[config.mk]
export PLATFORM = sky130hd
export DESIGN_NAME = rmii_rx_capture
export DESIGN_NICKNAME = d
export VERILOG_FILES = /design/src/rtl/rmii_rx_capture.sv
export SDC_FILE = /design/constraint.sdc
export NUM_CORES = 1
export LEC_CHECK = 0
export CAP_MARGIN = 15
export CORE_UTILIZATION = 50
export CTS_CLUSTER_SIZE = 24
export DETAILED_ROUTE_END_ITERATION = 6
export PLACE_DENSITY = 0.87
export SLEW_MARGIN = 5
export SYNTH_ARGS = -nofsm -noshare
export SYNTH_HDL_FRONTEND = slang
export SYNTH_SLANG_ARGS = --single-unit
[constraint.sdc]
create_clock -name clk -period 3.7 [get_ports clk]
set_input_delay 0.37 -clock clk [delete_from_list [all_inputs] [get_ports clk]]
set_output_delay 0.37 -clock clk [all_outputs]
set_load 0.03 [all_outputs]
[src/rtl/rmii_rx_capture.sv]
// RMII receive front end: preamble/SFD hunt, dibit-to-byte assembly,
// CRC32 check, frame length/status and a flat capture window.
//
// Ports:
//   clk, resn              50 MHz RMII reference clock, async active-low reset
//   rx_crs_dv, rx_d        RMII CRS_DV and RXD[1:0]
//   arm                    pulse that re-enables capture
//   byte_valid, byte_data  assembled byte stream, LSB dibit first
//   frame_done             end-of-frame pulse
//   frame_len, crc_ok      status of the last captured frame
//   overflow               last captured frame ran past the window
//   armed                  capture enabled
//   capture                window bytes, byte i at [8i+7:8i]
module rmii_rx_capture #(
  parameter int addr_bits  = 6,
  parameter int skip_bytes = 0,
  parameter int len_bits   = 11,
  parameter int one_shot   = 0
) (
  input  logic                       clk,
  input  logic                       resn,
  input  logic                       rx_crs_dv,
  input  logic [1:0]                 rx_d,
  input  logic                       arm,
  output logic                       byte_valid,
  output logic [7:0]                 byte_data,
  output logic                       frame_done,
  output logic [len_bits-1:0]        frame_len,
  output logic                       crc_ok,
  output logic                       overflow,
  output logic                       armed,
  output logic [(8<<addr_bits)-1:0]  capture
);

  typedef enum logic [1:0] {
    HUNT,
    PRE,
    DATA,
    DRAIN
  } state_t;

  localparam logic [31:0] POLY    = 32'hEDB88320;
  localparam logic [31:0] RESIDUE = 32'hDEBB20E3;
  localparam logic [31:0] SKIP    = 32'(skip_bytes);
  localparam logic [31:0] WEND    =
    32'(skip_bytes + (1 << addr_bits));

  state_t state;
  state_t state_nxt;

  logic sfd_hit;
  logic frame_end;
  logic dibit_en;

  logic [1:0]          phase;
  logic [5:0]          sr;
  logic [len_bits-1:0] cnt;
  logic [31:0]         crc;
  logic                cap_frame;
  logic                ovf_frame;

  logic [7:0]           byte_nxt;
  logic [31:0]          n_idx;
  logic                 in_win;
  logic                 past_win;
  logic [addr_bits-1:0] slot;

  // Two bits per cycle, rx_d[0] is the earlier bit on the wire.
  function automatic logic [31:0] crc2(
    input logic [31:0] c,
    input logic [1:0]  d
  );
    logic [31:0] r;
    r = c;
    for (int i = 0; i < 2; i++) begin
      if (r[0] ^ d[i])
        r = (r >> 1) ^ POLY;
      else
        r = r >> 1;
    end
    return r;
  endfunction

  always_ff @(posedge clk or negedge resn) begin
    if (!resn)
      state <= HUNT;
    else
      state <= state_nxt;
  end

  always_comb begin
    state_nxt = state;
    sfd_hit   = 1'b0;
    frame_end = 1'b0;
    dibit_en  = 1'b0;
    unique case (state)
      HUNT: begin
        if (rx_crs_dv && rx_d == 2'b01)
          state_nxt = PRE;
      end
      PRE: begin
        if (!rx_crs_dv) begin
          state_nxt = HUNT;
        end else if (rx_d == 2'b11) begin
          state_nxt = DATA;
          sfd_hit   = 1'b1;
        end else if (rx_d != 2'b01) begin
          state_nxt = DRAIN;
        end
      end
      DATA: begin
        if (!rx_crs_dv) begin
          state_nxt = HUNT;
          frame_end = 1'b1;
        end else begin
          dibit_en = 1'b1;
        end
      end
      DRAIN: begin
        if (!rx_crs_dv)
          state_nxt = HUNT;
      end
    endcase
  end

  assign byte_nxt = {rx_d, sr};
  assign n_idx    = 32'(cnt);
  assign in_win   = (n_idx >= SKIP) && (n_idx < WEND);
  assign past_win = (n_idx >= WEND);
  assign slot     =
    n_idx[addr_bits-1:0] - SKIP[addr_bits-1:0];

  always_ff @(posedge clk or negedge resn) begin
    if (!resn) begin
      byte_valid <= 1'b0;
      byte_data  <= '0;
      frame_done <= 1'b0;
      frame_len  <= '0;
      crc_ok     <= 1'b0;
      overflow   <= 1'b0;
      armed      <= 1'b1;
      capture    <= '0;
      phase      <= '0;
      sr         <= '0;
      cnt        <= '0;
      crc        <= '1;
      cap_frame  <= 1'b0;
      ovf_frame  <= 1'b0;
    end else begin
      byte_valid <= 1'b0;
      frame_done <= frame_end;

      if (sfd_hit) begin
        phase     <= '0;
        cnt       <= '0;
        crc       <= '1;
        cap_frame <= armed;
        ovf_frame <= 1'b0;
        if (armed)
          capture <= '0;
      end

      if (dibit_en) begin
        phase <= phase + 2'd1;
        sr    <= {rx_d, sr[5:2]};
        crc   <= crc2(crc, rx_d);
        if (phase == 2'd3) begin
          byte_valid <= 1'b1;
          byte_data  <= byte_nxt;
          if (cnt != '1)
            cnt <= cnt + 1'b1;
          if (cap_frame && in_win)
            capture[{slot, 3'b000} +: 8] <= byte_nxt;
          if (past_win)
            ovf_frame <= 1'b1;
        end
      end

      // A trailing partial byte (phase != 0) fails the frame.
      if (frame_end && cap_frame) begin
        frame_len <= cnt;
        crc_ok    <= (crc == RESIDUE) && (phase == 2'd0);
        overflow  <= ovf_frame;
      end

      // arm beats a simultaneous one-shot clear.
      if (arm)
        armed <= 1'b1;
      else if (frame_end && cap_frame && one_shot != 0)
        armed <= 1'b0;
    end
  end

endmodule

# Word-level counts from Yosys, hierarchy flattened
# Cells that the tools add are included.
dict set report word_totals {
  reg_bits 590
  latchBits 0
  mem_bits_rw 0
  mem_bits_ro 0
  in_bits 6
  n_memories 0
}
dict set report op_classes {
  add_sub_neg 3
  mul 0
  div_mod_pow 0
  order_cmp 3
  eq_ne 12
  shifts 2
  muxes 35
  n_bitwise 4
  n_reduce_logical 11
}
# cell n
set op_table {}
lappend op_table {{512-bit two-way mux} 4}
lappend op_table {{512-bit bitwise mux} 1}
lappend op_table {{8-bit by 11-bit variable shift with 512-bit output, first input constant} 1}
lappend op_table {{8-bit by 11-bit variable part select with 512-bit output} 1}
lappend op_table {{32-bit two-way mux} 5}
lappend op_table {{11-bit two-way mux} 4}
lappend op_table {{32-bit == test, second input constant} 1}
lappend op_table {{13-bit NOT with 14-bit output} 2}
lappend op_table {{2-bit two-way mux} 7}
lappend op_table {{1-bit two-way mux} 13}
lappend op_table {{11-bit by 1-bit adder with 11-bit output, second input constant} 1}
lappend op_table {{11-bit by 1-bit >= comparator with 1-bit output, second input constant} 1}
lappend op_table {{11-bit by 7-bit >= comparator with 1-bit output, second input constant} 1}
lappend op_table {{11-bit by 7-bit < comparator with 1-bit output, second input constant} 1}
lappend op_table {{11-bit != test, second input constant} 1}
lappend op_table {{9-bit negation with 11-bit output} 1}
lappend op_table {{2-bit == test, second input constant} 4}
lappend op_table {{2-bit case mux with 3 select lines} 1}
lappend op_table {{1-bit logical AND} 5}
lappend op_table {{2-bit by 1-bit == test with 1-bit output, second input constant} 2}
lappend op_table {{2-bit zero test} 2}
lappend op_table {{2-bit != test, second input constant} 2}
lappend op_table {{4-bit != test, second input constant} 1}
lappend op_table {{3-bit AND reduction} 1}
lappend op_table {{6 further kinds} 7}

# Depth between registers and ports, before layout
dict set report depth {
  ltp_word 9
  mapped_depth 10
  depth_no_buf 7
}

# Least setup slack after synthesis
# OpenSTA, ideal clock, no wires.
dict set report synth_timing {
  path_type {reg-to-reg}
  start {register cnt[0]}
  end {register capture[264]}
  setup_ns 0.139
  t_arrival_ns 2.523
  setup_slack_ns 1.038
  stages_incl_launch_ff 11
  path_buffers 3
  period_less_slack_ns 2.662
  path_cell_list {dfrtp_1 -> inv_1 -> ha_1 -> clkbuf_1 -> nand3b_1 -> o211ai_1 -> a21o_1 -> clkbuf_2 -> buf_1 -> nand3_1 -> mux2i_1}
}
dict set report synth_between {
  elab_chain_len 6
  elab_cells_between_ends 11
  cone_classes {add/sub (1); order compare (2); shift (2); mux (4); reduce/logical (2)}
}
# item line
set synth_lines {}
lappend synth_lines {{start, declared} 57} ;# logic [len_bits-1:0] cnt;
lappend synth_lines {{start signal, assigned} 171} ;# cnt <= cnt + 1'b1;
lappend synth_lines {{9-bit negation with 11-bit output (tied with other cells)} 173} ;# capture[{slot, 3'b000} +: 8] <= byte_nxt;
lappend synth_lines {{8-bit by 11-bit variable part select with 512-bit output (tied with other cells)} 173}
lappend synth_lines {{512-bit bitwise mux or 1-bit logical AND (tied branches)} {173, 172}}
lappend synth_lines {{512-bit two-way mux *} 172} ;# if (cap_frame && in_win)
lappend synth_lines {{512-bit two-way mux *} 167} ;# if (phase == 2'd3) begin
lappend synth_lines {{512-bit two-way mux *} 163} ;# if (dibit_en) begin
lappend synth_lines {{end signal, assigned by index} 173}
lappend synth_lines {{end, declared} 32} ;# output logic [(8<<addr_bits)-1:0] capture
# Mark *: on every way between the ends. The rest lies on a longest branch, timed or not.
# A chain may end at the register's enable or synchronous reset.

# Worst setup path after layout
dict set report layout_timing {
  start {register cnt[0]}
  end {register capture[494]}
}
# Same word-level chain as after synthesis.

==> qor.yml <==
drt:
  routed_wl_um: 87100
  routed-via-count: 20800
  drt-initial-drc-count: 1694
  vias_per_cell: 5.88
  route.detailed.drc: 0
  wl_per_cell_um: 24.6
  postRouteAntennaNets: 0
  dr.pass1.iters: 5
clock_tree:
  post_cts_buffers: 0
  clock_latency_ns: 0.63
  cts_tree: "done"
  cts_max_path_buffers: 3
  cts_buffers: 61
  clkSinkCount: 590
  root_buffer: "clkbuf_16"
  cts_max_level: 2
  clkTransAtPathRegs_ns: 0.06
worst_setup_path:
  crit_type: "flip-flop to flip-flop"
  start_kind: "flip-flop"
  r2r-start: "cnt[0]$_DFF_PN0_"
  startpoint: "cnt[0]$_DFF_PN0_"
  crit_slowest_cell: "a21boi_2"
  end_kind: "flip-flop"
  arrival_ns: 3.95
  cp_cell_sequence: "buf_4 -> inv_1 -> ha_1 -> xnor2_1 -> o31ai_1 -> a21boi_2 -> nand2_1 -> mux2i_1"
  worstPathMaxFanout: 14
  crit_required_ns: 4.24
  critPathMaxStageDelay_ns: 0.66
grt:
  antenna_found_initial: 1
  grtUsageMet3_pct: 9.07
  grt_pass1_vias: 21200
  grt_util_all_layers_pct: 33.5
  overflow: 0
  grt.busiest_layer: "met2"
  grt_pass1_wl_um: 129000
  grt_max_degree: 181
  met2_usage_pct: 53.4
  grtUsageMet1_pct: 41.1
placement:
  placed_cells: 3432
  dp_hpwl_um: 59600
  placed_area_mm2: 0.0316
  globalplace.congestion: 0.903
  numPortBuffers: 539
power:
  p_total_w: 0.0173
  p_leak_nw: 16.4
  ir_worst_vdd_uv: 446
  powerDensity_mw_per_mm2: 513
floorplan:
  start_util_pct: 50.5
  die_x_um: 227
  core-area_mm2: 0.0501
  dieArea_mm2: 0.0515
  io_pins: 542
  die_h_um: 227
  rows: 82
timing:
  finalMaxSlewViolations: 0
  hold_viol_final: 0
  worst_pin_slew_ns: 1.18
  rsz0062_at_grt: "false"
  fin_crit_ns: 3.41
  relSlewSlack_pct: 21.3
  finalClockSkew_ns: 0.0139
  fin_crit_sh_pct: 92.3
  finalSetupViolations: 0
  fmax_mhz: 293
  fin_tns_setup_ns: 0
finish:
  fin_cells: 3544
  final_util_pct: 67.3
  area_growth_pct: 33.3
  drive_gt1_share_pct: 9.55
  postLayoutCellArea_mm2: 0.0337
  final_nets: 2837
logic_synthesis:
  ys_types: 63
  ys.flop_type: "dfrtp_1"
  synthesis.area_mm2: 0.0253
  synth.avg_cell_area_um2: 10.9
  synth-seq-cells: 590
  async_flop_share_pct: 100
  synth_edf_count: 0
  yosys_warnings: 0
  syn_nets: 2328
  ys_seq_area_share_pct: 58.5
  synthCells: 2316
worst_hold_path:
  hp-start: "rx_d[1]"
  min_path_type: "input port to flip-flop"
outcome:
  status: "completed"
run:
  maxCapViolations: 0
==> state kept, by name, summed over array words and instances (netlist names), 2 cells and up <==
register / count
state: 2
frame_len: 11
cnt: 11
crc: 32
byte_data: 8
capture: 512
phase: 2
sr: 6
==> final timing paths <==
kind | endpoint | slack [ns] | depth (start not counted)
min in group asynchronous | byte_valid$_DFF_PN0_ | 0.40 | 2
worst min-delay path | sr[5]$_DFFE_PN0P_ | 0.25 | 3
worst max-delay path | capture[494]$_DFF_PN0_ | 0.29 | 8
worst min register to register | ovf_frame$_DFF_PN0_ | 0.48 | 2
max in group asynchronous | capture[473]$_DFF_PN0_ | 2.21 | 3
worst max register to register | capture[494]$_DFF_PN0_ | 0.29 | 8
==> routing by layer <==
layer / vias to the layer above / part of all wire, %
li1: 8890 / -
met1: 10500 / 37
met2: 1118 / 47
met3: 291 / 9.1
met4: 0 / 6.4
met5: - / 0
==> power breakdown <==
group	leakage (nW)	internal [W]	switching [W]	total, W
clock network	1.02	0.00382	0.00263	0.00644
registers	8.11	0.00686	0.000300	0.00716
logic	7.26	0.00104	0.00265	0.00369
==> metrics by stage <==
step | hold WS [ns] | setup slack, ns
floorplan | 0.0744 | 1.04
global placement | 0.459 | 0.382
detailed placement | 0.457 | 0.205
CTS | 0.222 | 0.171
global route | 0.271 | 0.0613
finish | 0.251 | 0.286
==> cells by family (layout without fill, tap and decap cells) <==
group	count (synthesis)	count (layout)	share of synthesized area (%)
simple gates	881	881	16.0
flops	590	590	58.5
mux	422	422	16.8
buf+inv	195	749	3.12
compound gates	192	192	4.32
xor+xnor	29	29	1.00
fa+ha+maj	6	6	0.297
other cells	1	3	0.0148
==> critical path: cells and delay by family (launching register included) <==
family | cells | cell delay [ns]
compound gates | 2 | 1.07
simple gates | 1 | 0.54
fa+ha+maj | 1 | 0.47
flops | 1 | 0.46
buf+inv | 2 | 0.31
mux | 1 | 0.31
xor+xnor | 1 | 0.16
==> layout make-up <==
type / count / area (um2)
sequential: 590 / 14800
timing repair buffer: 626 / 6180
clock inverter: 24 / 344
fill: 3550 / 16300
tap: 672 / 841
clock buffer: 84 / 1730
antenna: 2 / 5.00
multi-input combinational: 1531 / 9750
inverter: 15 / 56.3
==> cells in the mapped netlist, types with 3 or more instances <==
| cell | instances | area [um2] |
|---|---|---|
| nor4b_1 | 4 | 35.0 |
| inv_1 | 15 | 56.3 |
| nor3_2 | 3 | 30.0 |
| a22oi_1 | 11 | 82.6 |
| or4_1 | 3 | 22.5 |
| clkbuf_1 | 139 | 522 |
| and2_0 | 6 | 37.5 |
| o21ai_0 | 126 | 631 |
| xor2_1 | 5 | 43.8 |
| nor4bb_1 | 5 | 50.1 |
| nand3b_1 | 3 | 22.5 |
| nand4_1 | 7 | 43.8 |
| xnor2_1 | 24 | 210 |
| nor3_1 | 15 | 75.1 |
| a21o_1 | 6 | 45.0 |
| mux2i_1 | 410 | 4100 |
| nand3_2 | 14 | 140 |
| and3_1 | 22 | 138 |
| nand4_2 | 11 | 138 |
| nand2b_1 | 7 | 43.8 |
| buf_1 | 10 | 37.5 |
| nor4_1 | 5 | 31.3 |
| nor2_1 | 50 | 188 |
| nand2_1 | 553 | 2080 |
| o31ai_1 | 4 | 30.0 |
| ha_1 | 6 | 75.1 |
| mux2_2 | 12 | 135 |
| dfstp_2 | 32 | 841 |
| buf_2 | 23 | 115 |
| dfrtp_1 | 558 | 14000 |
| a21oi_1 | 26 | 130 |
| buf_4 | 7 | 52.6 |
| nor4_4 | 3 | 63.8 |
| nand3_1 | 153 | 766 |
==> cells in the final DEF, fill, tap and decap left out, types with 4 or more instances in the layout <==
master           netlist  layout
clkbuf_1             139      11
nand3_2               14      14
dfstp_2               32      32
nand2_1              553     553
nand3_1              153     153
clkbuf_16              0      61
nor4b_1                4       4
dfrtp_1              558     558
xor2_1                 5       4
mux2i_1              410     410
xnor2_1               24      24
inv_1                 15      15
buf_12                 0       9
ha_1                   6       6
clkdlybuf4s50_1        0     537
a22oi_1               11      11
nor4bb_1               5       5
nor4_1                 5       5
nand4_2               11      11
clkbuf_8               0      12
a21oi_1               26      26
clkinv_2               0      10
bufinv_16              0       8
nor3_1                15      15
and2_0                 6       6
buf_4                  7      76
mux2_2                12      12
nor2_1                50      48
o21ai_0              126     126
nand2b_1               7       7
a21o_1                 6       6
o31ai_1                4       4
nand4_1                7       7
and3_1                22      21
==> repair_timing <==
action,CTS,global route
hold buffers,1,0
setup endpoints to repair,0,13
endpoints found under the hold margin,84,0
resized for setup,0,1
No activity file was read; power rests on OpenSTA's default activity.
